`config.mk`:
```
export PLATFORM = sky130hd
export DESIGN_NAME = core_arbiter
export DESIGN_NICKNAME = d
export VERILOG_FILES = /design/src/rtl/core_arbiter.sv
export SDC_FILE = /design/constraint.sdc
export NUM_CORES = 1
export LEC_CHECK = 0
export BUFFER_PORTS_ARGS = -buffer_cell sky130_fd_sc_hd__buf_4
export CELL_PAD_IN_SITES_DETAIL_PLACEMENT = 2
export CELL_PAD_IN_SITES_GLOBAL_PLACEMENT = 2
export CORE_UTILIZATION = 11
export DETAILED_ROUTE_END_ITERATION = 10
export PLACE_DENSITY = 0.8
export SLEW_MARGIN = 40
export SYNTH_ARGS = -nofsm -noshare
export SYNTH_HDL_FRONTEND = slang
export SYNTH_SLANG_ARGS = --single-unit
```
`constraint.sdc`:
```
create_clock -name clk -period 2.56 [get_ports clk]
set_clock_uncertainty 0.05 [all_clocks]
set_input_delay 0.384 -clock clk [delete_from_list [all_inputs] [get_ports clk]]
set_output_delay 0.384 -clock clk [all_outputs]
set_load 0.05 [all_outputs]
```
`src/rtl/core_arbiter.sv`:
```
// Two-to-one arbiter for the core req/gnt/rvalid bus: muxes two masters onto one slave
// and routes in-order responses back through a FIFO of granted master IDs.
module core_arbiter #(
    parameter int MAX_OUTSTANDING = 2,
    parameter bit FIXED_PRIO      = 1'b0
) (
    input  logic        clk,
    input  logic        rst,

    input  logic        m0_req,
    output logic        m0_gnt,
    output logic        m0_rvalid,
    input  logic        m0_we,
    input  logic [3:0]  m0_be,
    input  logic [31:0] m0_addr,
    input  logic [31:0] m0_wdata,
    output logic [31:0] m0_rdata,
    output logic        m0_err,

    input  logic        m1_req,
    output logic        m1_gnt,
    output logic        m1_rvalid,
    input  logic        m1_we,
    input  logic [3:0]  m1_be,
    input  logic [31:0] m1_addr,
    input  logic [31:0] m1_wdata,
    output logic [31:0] m1_rdata,
    output logic        m1_err,

    output logic        s_req,
    input  logic        s_gnt,
    input  logic        s_rvalid,
    output logic        s_we,
    output logic [3:0]  s_be,
    output logic [31:0] s_addr,
    output logic [31:0] s_wdata,
    input  logic [31:0] s_rdata,
    input  logic        s_err,

    output logic        proto_err
);

    localparam int PTR_W = (MAX_OUTSTANDING > 1) ? $clog2(MAX_OUTSTANDING) : 1;
    localparam int CNT_W = $clog2(MAX_OUTSTANDING) + 1;
    localparam logic [CNT_W-1:0] CNT_MAX  = CNT_W'(MAX_OUTSTANDING);
    localparam logic [PTR_W-1:0] PTR_LAST = PTR_W'(MAX_OUTSTANDING - 1);

    // ST_WAIT: a request is on the bus without a grant, so the selection is frozen
    typedef enum logic {
        ST_IDLE = 1'b0,
        ST_WAIT = 1'b1
    } lock_state_e;

    lock_state_e                state_q, state_d;
    logic                       lock_sel_q, lock_sel_d;
    logic                       last_q, last_d;
    logic                       proto_err_q, proto_err_d;
    logic [CNT_W-1:0]           count_q, count_d;
    logic [PTR_W-1:0]           wptr_q, wptr_d;
    logic [PTR_W-1:0]           rptr_q, rptr_d;
    logic [MAX_OUTSTANDING-1:0] id_q, id_d;

    logic full;
    logic empty;
    logic sel;
    logic sel_req;
    logic s_req_w;
    logic push;
    logic pop;
    logic head;

    function automatic logic [PTR_W-1:0] ptr_inc(input logic [PTR_W-1:0] p);
        return (p == PTR_LAST) ? '0 : p + PTR_W'(1);
    endfunction

    assign full  = (count_q == CNT_MAX);
    assign empty = (count_q == '0);

    // sel is 0 (m0) when nobody is eligible so the slave sees stable m0 fields
    always_comb begin
        sel = 1'b0;
        if (state_q == ST_WAIT) begin
            sel = lock_sel_q;
        end else if (!full) begin
            if (m0_req && m1_req) begin
                sel = FIXED_PRIO ? 1'b0 : ~last_q;
            end else begin
                sel = m1_req;
            end
        end
    end

    assign sel_req = sel ? m1_req : m0_req;
    assign s_req_w = sel_req && !full && !rst;
    assign push    = s_req_w && s_gnt;
    assign pop     = s_rvalid && !empty && !rst;
    assign head    = id_q[rptr_q];

    always_comb begin
        state_d     = state_q;
        lock_sel_d  = lock_sel_q;
        last_d      = last_q;
        proto_err_d = proto_err_q;
        count_d     = count_q;
        wptr_d      = wptr_q;
        rptr_d      = rptr_q;
        id_d        = id_q;

        if (s_req_w && !s_gnt) begin
            state_d    = ST_WAIT;
            lock_sel_d = sel;
        end else if (s_gnt) begin
            state_d = ST_IDLE;
        end

        if (push) begin
            id_d[wptr_q] = sel;
            wptr_d       = ptr_inc(wptr_q);
            last_d       = sel;
        end

        if (pop) begin
            rptr_d = ptr_inc(rptr_q);
        end

        case ({push, pop})
            2'b10:   count_d = count_q + CNT_W'(1);
            2'b01:   count_d = count_q - CNT_W'(1);
            default: count_d = count_q;
        endcase

        if (s_rvalid && empty) begin
            proto_err_d = 1'b1;
        end
    end

    // last winner resets to m1 so m0 wins the first contested round
    always_ff @(posedge clk) begin
        if (rst) begin
            state_q     <= ST_IDLE;
            lock_sel_q  <= 1'b0;
            last_q      <= 1'b1;
            proto_err_q <= 1'b0;
            count_q     <= '0;
            wptr_q      <= '0;
            rptr_q      <= '0;
            id_q        <= '0;
        end else begin
            state_q     <= state_d;
            lock_sel_q  <= lock_sel_d;
            last_q      <= last_d;
            proto_err_q <= proto_err_d;
            count_q     <= count_d;
            wptr_q      <= wptr_d;
            rptr_q      <= rptr_d;
            id_q        <= id_d;
        end
    end

    assign s_req   = s_req_w;
    assign s_we    = sel ? m1_we    : m0_we;
    assign s_be    = sel ? m1_be    : m0_be;
    assign s_addr  = sel ? m1_addr  : m0_addr;
    assign s_wdata = sel ? m1_wdata : m0_wdata;

    assign m0_gnt    = push && !sel;
    assign m1_gnt    = push && sel;
    assign m0_rvalid = pop && !head;
    assign m1_rvalid = pop && head;
    assign m0_err    = pop && !head && s_err;
    assign m1_err    = pop && head && s_err;
    assign m0_rdata  = s_rdata;
    assign m1_rdata  = s_rdata;

    assign proto_err = proto_err_q;

endmodule

```
* Yosys cells after proc, flatten, opt, wreduce, memory -nomap -nowiden
Index checks and enable logic that the tools add are counted.
** Cells by class
- Add/sub/neg operators :: 4
- Order comparisons :: 3
- Equal/unequal tests :: 3
- Multiplexer cells :: 18
- Bitwise operators :: 1
- Reductions and logical operators :: 24
** Operator list (count)
- $mux 32 :: 2
- $logic_and 1x1->1 :: 15
- $mux 1 :: 12
- $logic_not 1->1 :: 6
- $eq 2x2->1 const B :: 2
- $lt 1x2->1 const B :: 2
- $mux 4 :: 1
- $pmux 2 s2 :: 1
- $reduce_bool 2->1 :: 2
- $add 1x1->1 const B :: 2
- $add 2x1->2 const B :: 1
- $bwmux 2 :: 1
- $eq 2x1->1 const B :: 1
- $logic_not 2->1 :: 1
- $sub 2x1->2 const B :: 1
- $demux 1 s1 :: 1
- $ge 1x1->1 const B :: 1
- $not 1->1 :: 1
** Word-level totals
- Bits in registers :: 10
- Bits of input ports :: 177
- Output and inout bits :: 141
- Logic and storage cells :: 61

* Depth between registers and ports, before layout
Gate-level depths: netlist of run 1.
- Depth in word-level cells :: 10
- Mapped depth :: 8

* Worst setup path after synthesis of run 1
OpenSTA, ideal clock, no wires.
- Path kind :: register to register
- Start :: reg count_q[1]
- End :: reg lock_sel_q
- Library setup time :: 0.091 ns
- Arrival time :: 2.495 ns
- Setup slack :: -0.077 ns
- Cell stages (with the launch flop) :: 6
- Path buffers :: 0
- Period minus slack after synthesis :: 2.637 ns
- Path through :: dfxtp_1 -> nor2b_2 -> nand4bb_4 -> a211oi_1 -> a21oi_1 -> a311oi_1
** On the way
- Longest elaborated chain between the ends :: 7
- Elaborated cells on any way between the ends :: 8
- Those cells by class :: eq/ne: 1; mux: 3; reduce/logical: 4
** Ends and longest elaborated chain
- from (decl) :: line 58 : logic [CNT_W-1:0] count_q, count_d;
- from (signal assigned) :: line 153 : count_q <= count_d;
- $eq 2x2->1 (*) :: line 76 : assign full = (count_q == CNT_MAX);
- $mux 1 :: line 84 : end else if (!full) begin
- $mux 1 :: line 82 : if (state_q == ST_WAIT) begin
- $mux 1 :: line 93 : assign sel_req = sel ? m1_req : m0_req;
- $logic_and 1x1->1 (*) (2 in a row) :: line 94 : assign s_req_w = sel_req && !full && !rst;
- net s_req :: line 30 : output logic s_req,
- $logic_and 1x1->1 (*) :: line 109 : if (s_req_w && !s_gnt) begin
- to (signal assigned) :: line 150 : lock_sel_q <= lock_sel_d;
- to (decl) :: line 55 : logic lock_sel_q, lock_sel_d;
The timed path passes the listed nets; every way through them passes the cells marked *.
A chain may end at the register's enable or synchronous reset.

* Worst setup path after layout of run 1
- Start :: reg count_q[0]
- End :: out s_wdata[5]
** On the way
- Longest elaborated chain between the ends :: 4
** Ends and longest elaborated chain
- $eq 2x2->1 :: line 76
- $mux 1 :: line 84
- $mux 1 :: line 82
- $mux 32 :: line 164 : assign s_wdata = sel ? m1_wdata : m0_wdata;
- to (decl) :: line 36 : output logic [31:0] s_wdata,
No other way between the ends.

==> results.ini, run 1 <==
[run_status]
status=complete, no violations

[floorplanning]
start_util=0.1121
fp.dieW_um=131.7
io_pins=318
core_area_mm2=0.01652
design.die.area_mm2=0.01736
rows=47
die_h_um=131.7

[grt]
grt_pass1_vias=2283
grt_max_degree=27
overflow=0
grt_antenna_before_repair=0
grt_first_pass_wirelength_um=14250
grtUsageTotal=0.1064

[synthesis]
syn_area_mm2=0.001852
ys_seq_area_frac=0.1081
syn_area_per_cell_um2=9.352
synth-simple-area-share=0.07027
synth_fp_nets=376
synth_warnings=0
synth_cells=198
ys_types=23
synthXorXnorAreaFrac=0.01892
synthAdderAreaFrac=0.006757
synth_top_family_by_area=multiplexers
synthMuxAreaShare=0.4365
synth_compound_area_frac=0.05203
ys_ff_latch=10

[placed_design]
finalWeightedCongestion=0.7873
port_buffers=221
dpl_cell_area_mm2=0.003269
placed_cells=569
hpwl_um=8329

[cts]
clk_transition_reported_paths_ns=0.04
clock-sinks=10
cts_buffers=3
clk_latency_ns=0.24
cts_tree=done
cts_buffer_depth=2
ctsHoldBuffers=0
clockRootBuffer=clkbuf_16
h-tree-depth=1

[drt]
first_pass_iters=3
drt-vias-per-instance=3.517
wirelength_um=9751
drtIter0Drc=29
dr_total_vias=2026
final_antenna_net_count=0
drc=0
wl_per_cell_um=16.93

[critical_path]
crit_path_end_kind=primary output
crit_slowest_cell=dfxtp_1
required_ns=2.13
crit_chain=nor2b_4 > nand4bb_4 > and2_4 > buf_16 > mux2_2 > buf_4
crit_buf_inv=2
max_stage_delay_ns=0.37
cpLargestDelayFamily=simple AND/OR/NAND/NOR gates
cp.arrival_ns=2.04
crit_type=flop to primary output
worstPathMaxFanout=26
crit_path_start_kind=flop

[sta]
period_needed_ns=2.470
slew_headroom=0.6687
tns_ns=0
fmax_mhz=404.8
setup_violations=0
hold_viol=0
final_max_slew_viol_count=0
tightest_slew_ns=0.4918
fin_crit_sh=0.9649
rsz0062_at_grt=no

[power_and_ir_drop]
p_int_mw=0.8558
total_power_mw=1.590
seqPwrFrac=0.116
cellLeakagePower_nw=1.621
swShare=0.4617
power.density_mw_per_mm2=464.5
ir_worst_vdd_uv=189.1
power.switching_mw=0.7338
clkPwrFrac=0.197
p_comb_frac=0.687

[cells_and_area]
final_cells=576
nets=535
final_util=0.2071
drive_gt1_frac=0.8652
n_fill_cell=1879
diodes=0
final_cell_area_mm2=0.003422
area_growth_pct=84.80

[hold_path]
hold_class=primary input to flop

[job]
drv_cap=0

-- cells by family after synthesis --
group | after synthesis
mux | 72
simple gates | 23
compound gates | 12
xor+xnor | 4
fa+ha+maj | 1
buf+inv | 76
flops | 10
-- through the flow --
stage	setup slack [ns]	hold slack, ns
5_1_grt	0.002727	0.3076
3_5_place_dp	0.1494	0.4195
2_1_floorplan	0.1401	0.3960
3_3_place_gp	0.2270	0.4070
6_report	0.08991	0.2939
4_1_cts	0.003091	0.2965
-- state kept, by name, summed over array words and instances (netlist names) --
register,flops
last_q,1
state_q,1
id_q,2
rptr_q,1
wptr_q,1
count_q,2
proto_err,1
lock_sel_q,1
-- cell type report --
| cell class | count | area, um^2 | share of cell area |
|---|---|---|---|
| timing repair buffer | 227 | 1752 | 0.5119 |
| tap | 220 | 275.3 | 0.08044 |
| clock buffer | 4 | 88.84 | 0.02596 |
| inverter | 3 | 11.26 | 0.003291 |
| multi-input combinational | 112 | 1094 | 0.3196 |
| sequential | 10 | 201.4 | 0.05887 |
-- path summary, 6_finish.rpt --
| check | start | endpoint | slack, ns | depth (start not counted) |
|---|---|---|---|---|
| setup / recovery | count_q[0] | s_wdata[5] | 0.09 | 6 |
| hold / removal | s_gnt | state_q | 0.29 | 2 |
| setup reg to reg | count_q[0] | count_q[1] | 0.31 | 7 |
| hold reg to reg | proto_err | proto_err | 0.42 | 2 |
-- cells in the mapped netlist (all sizes together) --
cell type	number	area (um^2)
and2	2	15.01
inv	3	11.26
ha	1	12.51
xor2	2	17.52
xnor2	2	17.52
nor3	4	20.02
mux2i	2	20.02
a211oi	1	7.510
or3	1	6.260
nand4bb	1	27.53
dfxtp	10	200.2
a311oi	3	26.28
nor2b	1	8.760
nor2	11	41.29
o21ai	2	10.01
clkbuf	1	3.750
a2111oi	1	27.53
nand2	3	11.26
buf	72	554.3
a21oi	5	25.02
mux2	70	788.3
-- layout by cell type (no fill, tap or decap), drive strengths merged, types with 3 or more instances in the layout --
master / instances
nor3: 4
clkbuf: 4
nand2: 3
buf: 227
a21oi: 5
nor2: 11
mux2: 70
a311oi: 3
inv: 3
dfxtp: 10
-- power by group through the flow --
stage                     Clock [mW]  Sequential (mW)  Combinational, mW
final                          0.313            0.185               1.09
after global routing           0.324            0.187               1.14
after CTS                      0.322            0.185               1.10
after detailed placement           0            0.186               1.07
after global placement             0            0.184               1.05
after floorplan                    0            0.188              0.944
-- repair_timing --
action,CTS,global route
cloned,1,0
gates resized for setup,5,1
setup buffers,2,0
endpoints found under the hold margin,0,0
pin swaps,1,1
setup endpoints to repair,69,69
-- metal layers --
metal | up-vias | wire (um) | track usage
met5 | - | 0 | 0
met4 | 0 | 57 | 0.01486
met3 | 5 | 1014 | 0.04575
met2 | 159 | 4607 | 0.1767
met1 | 927 | 4072 | 0.1295
li1 | 935 | - | -
No activity file was read; power rests on OpenSTA's default activity.
==> inputs of run 2 (changes only) <==
--- a/config.mk
+++ b/config.mk
@@ -11,6 +11,7 @@
 export CORE_UTILIZATION = 11
 export DETAILED_ROUTE_END_ITERATION = 10
 export PLACE_DENSITY = 0.8
+export RECOVER_POWER = 50
 export SLEW_MARGIN = 40
 export SYNTH_ARGS = -nofsm -noshare
 export SYNTH_HDL_FRONTEND = slang
==> run 2 against run 1 <==
  * Die area stayed put
  * Non-clock buffer count stayed put
  * Global-route usage stayed put
  * Critical path depth stayed put
  * Final cell count unchanged
  * Sequential share of layout area is essentially flat
  * Worst hold slack gained 0.00069 ns
  * Sequential cell count unchanged
  * Via count shrank 0.15%
  * Design area down 0.48%
  * Largest cell class unchanged
==> results.ini, run 2 (synthesized netlist as in run 1, its figures left out) <==
[power_and_ir_drop]
p_comb_frac=0.686
seqPwrFrac=0.117
power.switching_mw=0.7329
clkPwrFrac=0.197
p_int_mw=0.8529
cellLeakagePower_nw=1.608
total_power_mw=1.586
power.density_mw_per_mm2=465.6
ir_worst_vdd_uv=188.5
swShare=0.4621

[drt]
drt-vias-per-instance=3.512
drtIter0Drc=41
final_antenna_net_count=0
wirelength_um=9744
dr_total_vias=2023
first_pass_iters=3
wl_per_cell_um=16.92
drc=0

[cells_and_area]
nets=535
final_cell_area_mm2=0.003406
area_growth_pct=83.92
top_regs=count_q x2, id_q x2
diodes=0
n_fill_cell=1880
final_common_cell=buf_4
final_cell_mix=buf_4, mux2_2, nor2_1
drive_gt1_frac=0.8539

[cts]
clock-sinks=10
h-tree-depth=1
cts_buffers=3
cts_tree=done
clockRootBuffer=clkbuf_16
cts_buffer_depth=2
clk_transition_reported_paths_ns=0.04
clk_latency_ns=0.24
ctsHoldBuffers=0

[sta]
final_max_slew_viol_count=0
slew_headroom=0.6025
hold_viol=0
tightest_slew_ns=0.5989
whs_ns=0.2946
tns_ns=0
rsz0062_at_grt=no
fin_crit_sh=0.9579
worst_slack_ns=0.1079
period_needed_ns=2.452
setup_violations=0
fmax_mhz=407.8

[critical_path]
r2r_setup_slack_ns=0.33
cp.arrival_ns=2.02
required_ns=2.13
crit_path_end_kind=primary output
worstPathMaxFanout=26
crit_path_start_kind=flop
crit_type=flop to primary output

[placed_design]
finalWeightedCongestion=0.7873
dpl_cell_area_mm2=0.003269
port_buffers=221
hpwl_um=8329
dp_slack_ns=0.1494

[grt]
grt_max_degree=27
overflow=0
use_met3=0.04575
gr-usage-met2=0.1767
grt_pass1_vias=2283
grt_use_met1=0.1295
grtUsageTotal=0.1064
grt_antenna_before_repair=0
grt_first_pass_wirelength_um=14250
grt-busiest-layer=met2

[floorplanning]
io_pins=318
core_area_mm2=0.01652
rows=47
design.die.area_mm2=0.01736
start_util=0.1121
die_h_um=131.7
fp.dieW_um=131.7

[run_status]
status=complete, no violations

[hold_path]
hold_class=primary input to flop

[job]
drv_cap=0

==> run 2: routing by layer <==
| layer | up-vias | wire (um) | share of wire |
|---|---|---|---|
| li1 | 935 | - | - |
| met1 | 927 | 4086 | 0.42 |
| met2 | 156 | 4595 | 0.47 |
| met3 | 5 | 1005 | 0.10 |
| met4 | 0 | 57 | 0.0058 |
| met5 | - | 0 | 0 |
==> run 2: final cells by class <==
type,instances,area [um^2],area share
Multi-Input combinational cell,112,1089,0.3196
Clock buffer,4,88.84,0.02608
Timing Repair Buffer,227,1740,0.5110
Sequential cell,10,201.4,0.05915
Inverter,3,11.26,0.003306
Tap cell,220,275.3,0.08082
==> run 2: stage by stage <==
step,util,cells
4_1_cts,0.2070,576
3_5_place_dp,0.1979,569
3_3_place_gp,0.1979,569
6_report,0.2061,576
2_1_floorplan,-,198
5_1_grt,0.2061,576
==> run 2: power groups by stage <==
stage | registers, mW | clock network, mW | logic [mW]
finish | 0.185 | 0.313 | 1.09
global route | 0.187 | 0.324 | 1.13
CTS | 0.185 | 0.322 | 1.10
detailed placement | 0.186 | 0 | 1.07
global placement | 0.184 | 0 | 1.05
floorplan | 0.188 | 0 | 0.944
==> run 2: final timing paths <==
check | cells after the start | start | to
setup / recovery | 6 | count_q[0] | s_wdata[5]
hold reg to reg | 2 | proto_err | proto_err
setup reg to reg | 7 | count_q[0] | count_q[1]
hold / removal | 2 | s_gnt | state_q
==> run 2: worst max-delay path: stages, from the launching register on <==
cell and delay, ns:
dfxtp_1 0.37, nor2b_4 0.18, nand4bb_4 0.19, and2_4 0.25, buf_16 0.20, mux2_2 0.37, buf_4 0.19
==> run 2: repair_timing <==
action / CTS / global route
endpoints found under the setup margin: 69 / 69
setup buffers: 2 / 0
cloned: 1 / 0
pin swaps: 1 / 1
gates resized for setup: 5 / 1
==> inputs of run 3 (changes only) <==
--- a/config.mk
+++ b/config.mk
@@ -10,7 +10,7 @@
 export CELL_PAD_IN_SITES_GLOBAL_PLACEMENT = 2
 export CORE_UTILIZATION = 11
 export DETAILED_ROUTE_END_ITERATION = 10
-export PLACE_DENSITY = 0.8
+export PLACE_DENSITY_LB_ADDON = 0.1
 export RECOVER_POWER = 50
 export SLEW_MARGIN = 40
 export SYNTH_ARGS = -nofsm -noshare
==> run 3 against run 2 <==
  * Clock-buffer cell count shrank 1
  * Die area is the same
  * Final cell count shrank 0.17%
  * Fmax grew 0.87%
  * Worst hold slack lost 0.031 ns
  * Via count grew 0.15%
  * Critical path depth is the same
  * Non-clock buffer count is the same
  * Clock power shrank 12%
  * Register-to-register slack is essentially flat
  * Wire length shrank 1.5%
  * Sequential power is essentially flat
==> results.ini, run 3 (synthesized netlist as in run 1, its figures left out) <==
[critical_path]
ff2ff_path_depth=7
crit_path_end_kind=primary output
crit_path_start_kind=flop
crit_type=flop to primary output
worstPathMaxFanout=24
cp.arrival_ns=2.00
required_ns=2.13

[power_and_ir_drop]
power.density_mw_per_mm2=450.5
p_comb_frac=0.700
clkPwrFrac=0.180
cellLeakagePower_nw=1.600
swShare=0.4649
p_int_mw=0.8174
total_power_mw=1.528
ir_worst_vdd_uv=173.2
seqPwrFrac=0.120
power.switching_mw=0.7103

[drt]
drc=0
wirelength_um=9600
first_pass_iters=4
drtIter0Drc=46
final_antenna_net_count=0
drt-vias-per-instance=3.523
wl_per_cell_um=16.70
dr_total_vias=2026

[cells_and_area]
final_cells=575
final_util=0.2052
final_common_cell=buf_4
diodes=0
nets=535
top_regs=count_q x2, id_q x2
final_cell_area_mm2=0.003391
drive_gt1_frac=0.8507
final_cell_mix=buf_4, mux2_2, nor2_1
area_growth_pct=83.11

[grt]
grt_max_degree=49
grt_use_met1=0.1180
grt-busiest-layer=met2
grt_pass1_vias=2094
grt_first_pass_wirelength_um=13770
gr-usage-met2=0.1881
grt_antenna_before_repair=0
use_met3=0.03768
grtUsageTotal=0.1041
overflow=0

[sta]
worst_slack_ns=0.1291
rsz0062_at_grt=no
hold_viol=0
slew_headroom=0.5987
fmax_mhz=411.4
tns_ns=0
setup_violations=0
fin_crit_sh=0.9496
period_needed_ns=2.431
whs_ns=0.2637
final_max_slew_viol_count=0
tightest_slew_ns=0.6045

[floorplanning]
die_h_um=131.7
core_area_mm2=0.01652
design.die.area_mm2=0.01736
start_util=0.1121
fp.dieW_um=131.7
io_pins=318
rows=47

[cts]
cts_buffers=3
h-tree-depth=1
clk_transition_reported_paths_ns=0.04
ctsHoldBuffers=0
clk_latency_ns=0.24
cts_tree=done
clock-sinks=10
clockRootBuffer=clkbuf_16
cts_buffer_depth=2

[placed_design]
port_buffers=221
dp_slack_ns=0.1924
hpwl_um=8278
placed_cells=570
dpl_cell_area_mm2=0.003289
finalWeightedCongestion=0.7320

[run_status]
status=complete, no violations

[hold_path]
hold_class=primary input to flop
whs_path_depth=2

[job]
drv_cap=0

[run 3: path summary, 6_finish.rpt]
kind / from / endpoint / slack (ns)
setup / recovery: count_q[0] / s_wdata[12] / 0.13
hold / removal: s_gnt / state_q / 0.26
hold reg to reg: proto_err / proto_err / 0.42
setup reg to reg: count_q[0] / count_q[1] / 0.34
[run 3: worst max-delay path, stage by stage, from the launching register on]
cell and delay (ns):
dfxtp_1 0.38, nor2b_4 0.18, nand4bb_4 0.19, and2_4 0.23
clkbuf_16 0.23, mux2_2 0.35, buf_4 0.19
[run 3: power groups by stage]
stage / clock [mW] / sequential [mW] / combinational, mW
floorplan: 0 / 0.188 / 0.944
global placement: 0 / 0.185 / 1.07
detailed placement: 0 / 0.185 / 1.07
CTS: 0.283 / 0.183 / 1.08
global route: 0.290 / 0.185 / 1.12
finish: 0.275 / 0.183 / 1.07
[run 3: area by class of cell]
type / instances / area, um^2
fillers: 1936 / 13130
repair buffers: 227 / 1739
multi-input cells: 112 / 1089
well taps: 220 / 275.3
flip-flops and latches: 10 / 201.4
clock buffers: 3 / 75.07
inverters: 3 / 11.26
[run 3: layer usage]
metal / routed length [um] / vias up
li1: - / 936
met1: 3667 / 938
met2: 5039 / 146
met3: 833 / 6
met4: 60 / 0
met5: 0 / -
[run 3: repair_timing]
action,in CTS,in global routing
pin swaps,0,0
cloned,0,1
resized for setup,2,1
setup buffers,0,1
endpoints found under the setup margin,48,48
